[src/rtl/nes_pkg.sv]
// Shared NES definitions used by the sprite-DMA engine.
// Holds the OAM DMA state encodings, the transfer length and the address of
// the $4014 register that software writes to start a transfer.
package nes_pkg;

    typedef enum logic [2:0] {
        OAM_DMA_IDLE  = 3'd0,
        OAM_DMA_HALT  = 3'd1,
        OAM_DMA_ALIGN = 3'd2,
        OAM_DMA_READ  = 3'd3,
        OAM_DMA_WRITE = 3'd4
    } oam_dma_state_t;

    // Bytes moved per transfer: one full CPU page.
    localparam int OAM_DMA_LEN = 256;

    // CPU address of the sprite-DMA page register.
    localparam logic [15:0] OAM_DMA_REG_ADDR = 16'h4014;

endpackage

[src/rtl/oam_dma_ctrl.sv]
// Sprite-DMA engine ($4014): copies one 256-byte CPU page into OAM port A.
// Optional feature macro: OAM_DMA_ABORT_EN adds the dma_abort input, which
// returns the engine to IDLE without a done pulse.
//
// Bus timing: every CPU cycle is one clk with ce=1. mem_rd is a one-cycle
// request qualified by ce; the addressed byte must be on mem_din during the
// next ce cycle. oam_we is likewise qualified by ce, so the OAM RAM commits
// the byte on the same clk edge that advances the FSM. A dbg_state output
// mirrors the FSM state for observation.
module oam_dma_ctrl
    import nes_pkg::*;
#(
    parameter int OAM_ADDR_WIDTH = 8,
    parameter int DATA_WIDTH     = 8,
    parameter int CPU_ADDR_WIDTH = 16
) (
    input  logic                      clk,
    input  logic                      rst_n,
    input  logic                      ce,
    input  logic                      dma_start,
    input  logic [7:0]                dma_page,
    input  logic [OAM_ADDR_WIDTH-1:0] oam_base,
    output logic                      cpu_halt,
    output logic                      mem_rd,
    output logic [CPU_ADDR_WIDTH-1:0] mem_addr,
    input  logic [DATA_WIDTH-1:0]     mem_din,
    output logic                      oam_we,
    output logic [OAM_ADDR_WIDTH-1:0] oam_addr,
    output logic [DATA_WIDTH-1:0]     oam_din,
    output logic                      dma_done,
`ifdef OAM_DMA_ABORT_EN
    input  logic                      dma_abort,
`endif
    output oam_dma_state_t            dbg_state
);

    localparam logic [OAM_ADDR_WIDTH-1:0] LAST_INDEX = OAM_ADDR_WIDTH'(OAM_DMA_LEN - 1);

    oam_dma_state_t            r_state;
    logic                      r_parity;
    logic                      r_halt;
    logic                      r_done;
    logic [7:0]                r_page;
    logic [OAM_ADDR_WIDTH-1:0] r_base;
    logic [OAM_ADDR_WIDTH-1:0] r_index;
    logic                      w_abort;

`ifdef OAM_DMA_ABORT_EN
    assign w_abort = dma_abort;
`else
    assign w_abort = 1'b0;
`endif

    // Even/odd CPU cycle tracker; decides whether an alignment cycle is needed.
    always_ff @(posedge clk or negedge rst_n) begin
        if (!rst_n) begin
            r_parity <= 1'b0;
        end else if (ce) begin
            r_parity <= ~r_parity;
        end
    end

    // Transfer FSM: halt, optional align, then 256 read/write pairs.
    always_ff @(posedge clk or negedge rst_n) begin
        if (!rst_n) begin
            r_state <= OAM_DMA_IDLE;
            r_halt  <= 1'b0;
            r_done  <= 1'b0;
            r_page  <= '0;
            r_base  <= '0;
            r_index <= '0;
        end else begin
            // done is a single-clk pulse even when ce is sparse
            r_done <= 1'b0;
            if (ce) begin
                if (w_abort && (r_state != OAM_DMA_IDLE)) begin
                    r_state <= OAM_DMA_IDLE;
                    r_halt  <= 1'b0;
                end else begin
                    case (r_state)
                        OAM_DMA_IDLE: begin
                            // a strobe landing on the done cycle is dropped
                            if (dma_start && !r_done && !w_abort) begin
                                r_state <= OAM_DMA_HALT;
                                r_page  <= dma_page;
                                r_base  <= oam_base;
                                r_index <= '0;
                                r_halt  <= 1'b1;
                            end
                        end
                        OAM_DMA_HALT: begin
                            r_state <= r_parity ? OAM_DMA_ALIGN : OAM_DMA_READ;
                        end
                        OAM_DMA_ALIGN: begin
                            r_state <= OAM_DMA_READ;
                        end
                        OAM_DMA_READ: begin
                            r_state <= OAM_DMA_WRITE;
                        end
                        OAM_DMA_WRITE: begin
                            r_index <= r_index + OAM_ADDR_WIDTH'(1);
                            if (r_index == LAST_INDEX) begin
                                r_state <= OAM_DMA_IDLE;
                                r_done  <= 1'b1;
                                r_halt  <= 1'b0;
                            end else begin
                                r_state <= OAM_DMA_READ;
                            end
                        end
                        default: begin
                            r_state <= OAM_DMA_IDLE;
                            r_halt  <= 1'b0;
                        end
                    endcase
                end
            end
        end
    end

    assign cpu_halt  = r_halt;
    assign dma_done  = r_done;
    assign dbg_state = r_state;

    assign mem_rd   = ce && (r_state == OAM_DMA_READ);
    assign mem_addr = CPU_ADDR_WIDTH'({r_page, r_index});

    // OAM write happens in the CPU cycle after the read, straight from the bus
    assign oam_we   = ce && (r_state == OAM_DMA_WRITE);
    assign oam_addr = r_base + r_index;
    assign oam_din  = oam_we ? mem_din : '0;

endmodule

[config.mk]
export PLATFORM = sky130hd
export DESIGN_NAME = oam_dma_ctrl
export DESIGN_NICKNAME = d
export VERILOG_FILES = /design/src/rtl/nes_pkg.sv /design/src/rtl/oam_dma_ctrl.sv
export SDC_FILE = /design/constraint.sdc
export NUM_CORES = 1
export LEC_CHECK = 0
export CELL_PAD_IN_SITES_DETAIL_PLACEMENT = 1
export CELL_PAD_IN_SITES_GLOBAL_PLACEMENT = 1
export CORE_MARGIN = 1.5
export CORE_UTILIZATION = 32
export CTS_CLUSTER_DIAMETER = 150
export DETAILED_ROUTE_END_ITERATION = 10
export GPL_TIMING_DRIVEN = 0
export PLACE_DENSITY = 0.9
export SETUP_SLACK_MARGIN = 0.5
export SLEW_MARGIN = 0
export SYNTH_ARGS = -nofsm -noshare
export SYNTH_HDL_FRONTEND = slang
export SYNTH_SLANG_ARGS = --single-unit
[constraint.sdc]
create_clock -name clk -period 2.4 [get_ports clk]
set_clock_uncertainty 0.2 [all_clocks]
set_input_delay 0.48 -clock clk [delete_from_list [all_inputs] [get_ports clk]]
set_output_delay 0.48 -clock clk [all_outputs]
set_load 0.01 [all_outputs]
==> flow_summary.json, run 1 <==
{
  "htreeDepth": 2,
  "postRouteAntennaNets": 0,
  "irDropWorstVdd_mv": 0.589,
  "yosysSeqAreaShare": 0.449,
  "synth_ff_type": "dfrtp_1",
  "cp.arrival_ps": 2180,
  "synth_nets": 195,
  "met2_usage": 0.494,
  "gr-usage-met3": 0.0616,
  "max_cap_viol_count": 0,
  "rrSetupSlack_ps": -140,
  "io_pins": 67,
  "timing.setup.tns_ps": -3030,
  "drt_iter0_drc": 80,
  "r2r_cells": 14,
  "ctsHoldBuffers": 0,
  "cts_tree": "yes",
  "critPathRequiredTime_ps": 1720,
  "drv_slew": 0,
  "first_pass_iters": 4,
  "grt_pass1_wl_um": 11100,
  "grt_pass1_vias": 2004,
  "setup_ws_ps": -458,
  "synthArstFlopShare": 1.00,
  "vias": 1944,
  "tightestPinTransition_ps": 728,
  "syn_inst": 158,
  "setup_viol_count_final": 14,
  "wl_per_cell_um": 25.7,
  "dieArea_mm2": 0.00567,
  "rows": 26,
  "gp_congestion": 0.729,
  "hold_ws_ps": 40.9,
  "cts.sinks": 30,
  "track_usage": 0.278,
  "final_common_cell": "buf_6",
  "fp.coreArea_mm2": 0.00507,
  "rsz0062_at_grt": "true",
  "crit_start": "r_base[0]",
  "rr_startpoint": "dbg_state[1]",
  "path_class": "reg2out",
  "hold_path.class": "in2async",
  "grt_antenna_before_repair": 0,
  "n_antenna_cell": 0,
  "avgSynthCellArea_um2": 10.6,
  "yosys_warnings": 0,
  "syn_area_mm2": 0.00167,
  "filler_cell_count": 535,
  "cts_inserted_buffers": 5,
  "cp-start-kind": "register",
  "syn_to_final_growth_pct": 108,
  "synth_cell_type_count": 36,
  "relSlewSlack": 0.515,
  "fin_area_mm2": 0.00347,
  "status": "complete, but fails checks",
  "grt_util_met1": 0.301,
  "synth_edf_count": 0,
  "drive_gt1_frac": 0.583,
  "power_leakage_uw": 0.00166,
  "placed_area_mm2": 0.00245,
  "multi_input_area_mm2": 0.00114,
  "p_per_area_mw_per_mm2": 1020,
  "timing.fmax_ghz": 0.350,
  "endpoint": "oam_addr[6]",
  "overflow": 0,
  "start_util": 0.329,
  "stdcell_count": 365,
  "crit_path_end_kind": "primary output",
  "layout_common_cells": "buf_6, clkdlybuf4s50_1, buf_4",
  "fin_util": 0.684,
  "r2r_end": "r_index[3]",
  "clock-root-buffer": "clkbuf_8",
  "clk_path_buf_depth": 2,
  "port_buffers": 66,
  "fin_crit_sh": 1.19,
  "hpwl_um": 3520,
  "min_period_ps": 2860,
  "die_h_um": 75.3,
  "crit_fanout": 2,
  "clock_latency_ps": 290,
  "clk_pin_slew_ps": 80,
  "drc": 0,
  "drt-total-wl_um": 9390,
  "ys_seq_elements": 30,
  "final-seq-area_um2": 761,
  "placedCellCount": 294,
  "busiest_layer": "met2",
  "layout.nets": 331,
  "die_w_um": 75.3,
  "vias_per_cell": 5.33,
  "hold_violations": 0,
  "grt_max_degree": 31,
  "violations": "setup timing"
}
-- state kept, by name (all words and copies together) (netlist names) --
signal	count
dma_done	1
r_parity	1
dbg_state	3
r_page	8
cpu_halt	1
r_base	8
r_index	8
-- worst min path at each step --
stage | start | endpoint | depth (start not counted) | slack [ps]
after floorplan | rst_n | cpu_halt | 0 | -20
after global placement | r_parity | r_parity | 1 | 260
after detailed placement | r_parity | r_parity | 1 | 260
after CTS | rst_n | dbg_state[1] | 1 | 60
after global routing | rst_n | dbg_state[1] | 1 | 80
final | rst_n | dbg_state[1] | 1 | 40
-- metrics by stage --
stage          setup WS [ps]  power (uW)
2_1_floorplan           19.9        1520
3_3_place_gp            -717        2100
3_5_place_dp            -761        2160
4_1_cts                 -374        2890
5_1_grt                 -504        3670
6_report                -458        3530
-- metal layers --
| layer | up-vias | routed length, um |
|---|---|---|
| met3 | 35 | 359 |
| met4 | 0 | 520 |
| met5 | - | 0 |
| met2 | 80 | 4800 |
| met1 | 1004 | 3710 |
| li1 | 825 | - |
-- worst max-delay path: stages (launching register included) --
cell     delay (ps)
dfrtp_1         440
ha_4            190
inv_2            60
fa_2            220
nor2b_2          60
o31a_1          290
or4_4           440
nand3_2          80
buf_6           100
-- report_power, final --
group	switching [uW]	internal, uW	leakage (uW)	total, uW
logic	967	1240	0.00125	2200
clock network	209	232	0.0000482	441
registers	181	699	0.000363	880
total	1360	2170	0.00166	3530
-- synthesized netlist by cell type, types with 4 or more instances --
library cell | instances | area (um^2)
o21ai_0 | 9 | 45.0
nand2_1 | 8 | 30.0
nor2b_1 | 4 | 25.0
and2_1 | 10 | 62.6
xnor2_1 | 5 | 43.8
nor2_1 | 9 | 33.8
dfrtp_1 | 30 | 751
mux2_2 | 16 | 180
xor2_1 | 4 | 35.0
ha_1 | 8 | 100
inv_1 | 9 | 33.8
a21oi_1 | 8 | 40.0
-- logic make-up (layout without fill, tap and decap cells) --
kind of cell             after synthesis  in the layout  share of synthesized area
flip-flops                            30             30                      0.449
AND/OR/NAND/NOR                       48             48                      0.163
XOR/XNOR                               9              9                     0.0472
buffers and inverters                 16            153                     0.0449
multiplexers                          16             16                      0.108
adder cells (fa/ha/maj)                9              9                     0.0719
AO/OA/AOI/OAI                         30             30                      0.116
-- cell type report --
cell class              count  area share
repair buffers            129       0.369
flip-flops and latches     30       0.219
clock inverters             1     0.00144
plain buffers               6      0.0206
multi-input cells         112       0.329
inverters                  10      0.0115
clock buffers               7      0.0249
well taps                  70      0.0252
-- repair_timing --
item | 4_1_cts | 5_1_grt
gates cloned | 1 | 0
endpoints found under the setup margin | 53 | 47
buffers inserted | 42 | 20
pin swaps | 9 | 23
endpoints found under the hold margin | 0 | 0
gates resized for setup | 153 | 63
No activity file was read; power rests on OpenSTA's default activity.
==> run 2: changes to the inputs <==
--- a/config.mk
+++ b/config.mk
@@ -10,6 +10,7 @@
 export CORE_MARGIN = 1.5
 export CORE_UTILIZATION = 32
 export CTS_CLUSTER_DIAMETER = 150
+export CTS_CLUSTER_SIZE = 40
 export DETAILED_ROUTE_END_ITERATION = 10
 export GPL_TIMING_DRIVEN = 0
 export PLACE_DENSITY = 0.9
==> results of run 2 <==
No change in the layout: final DEF, timing and power equal those of run 1.
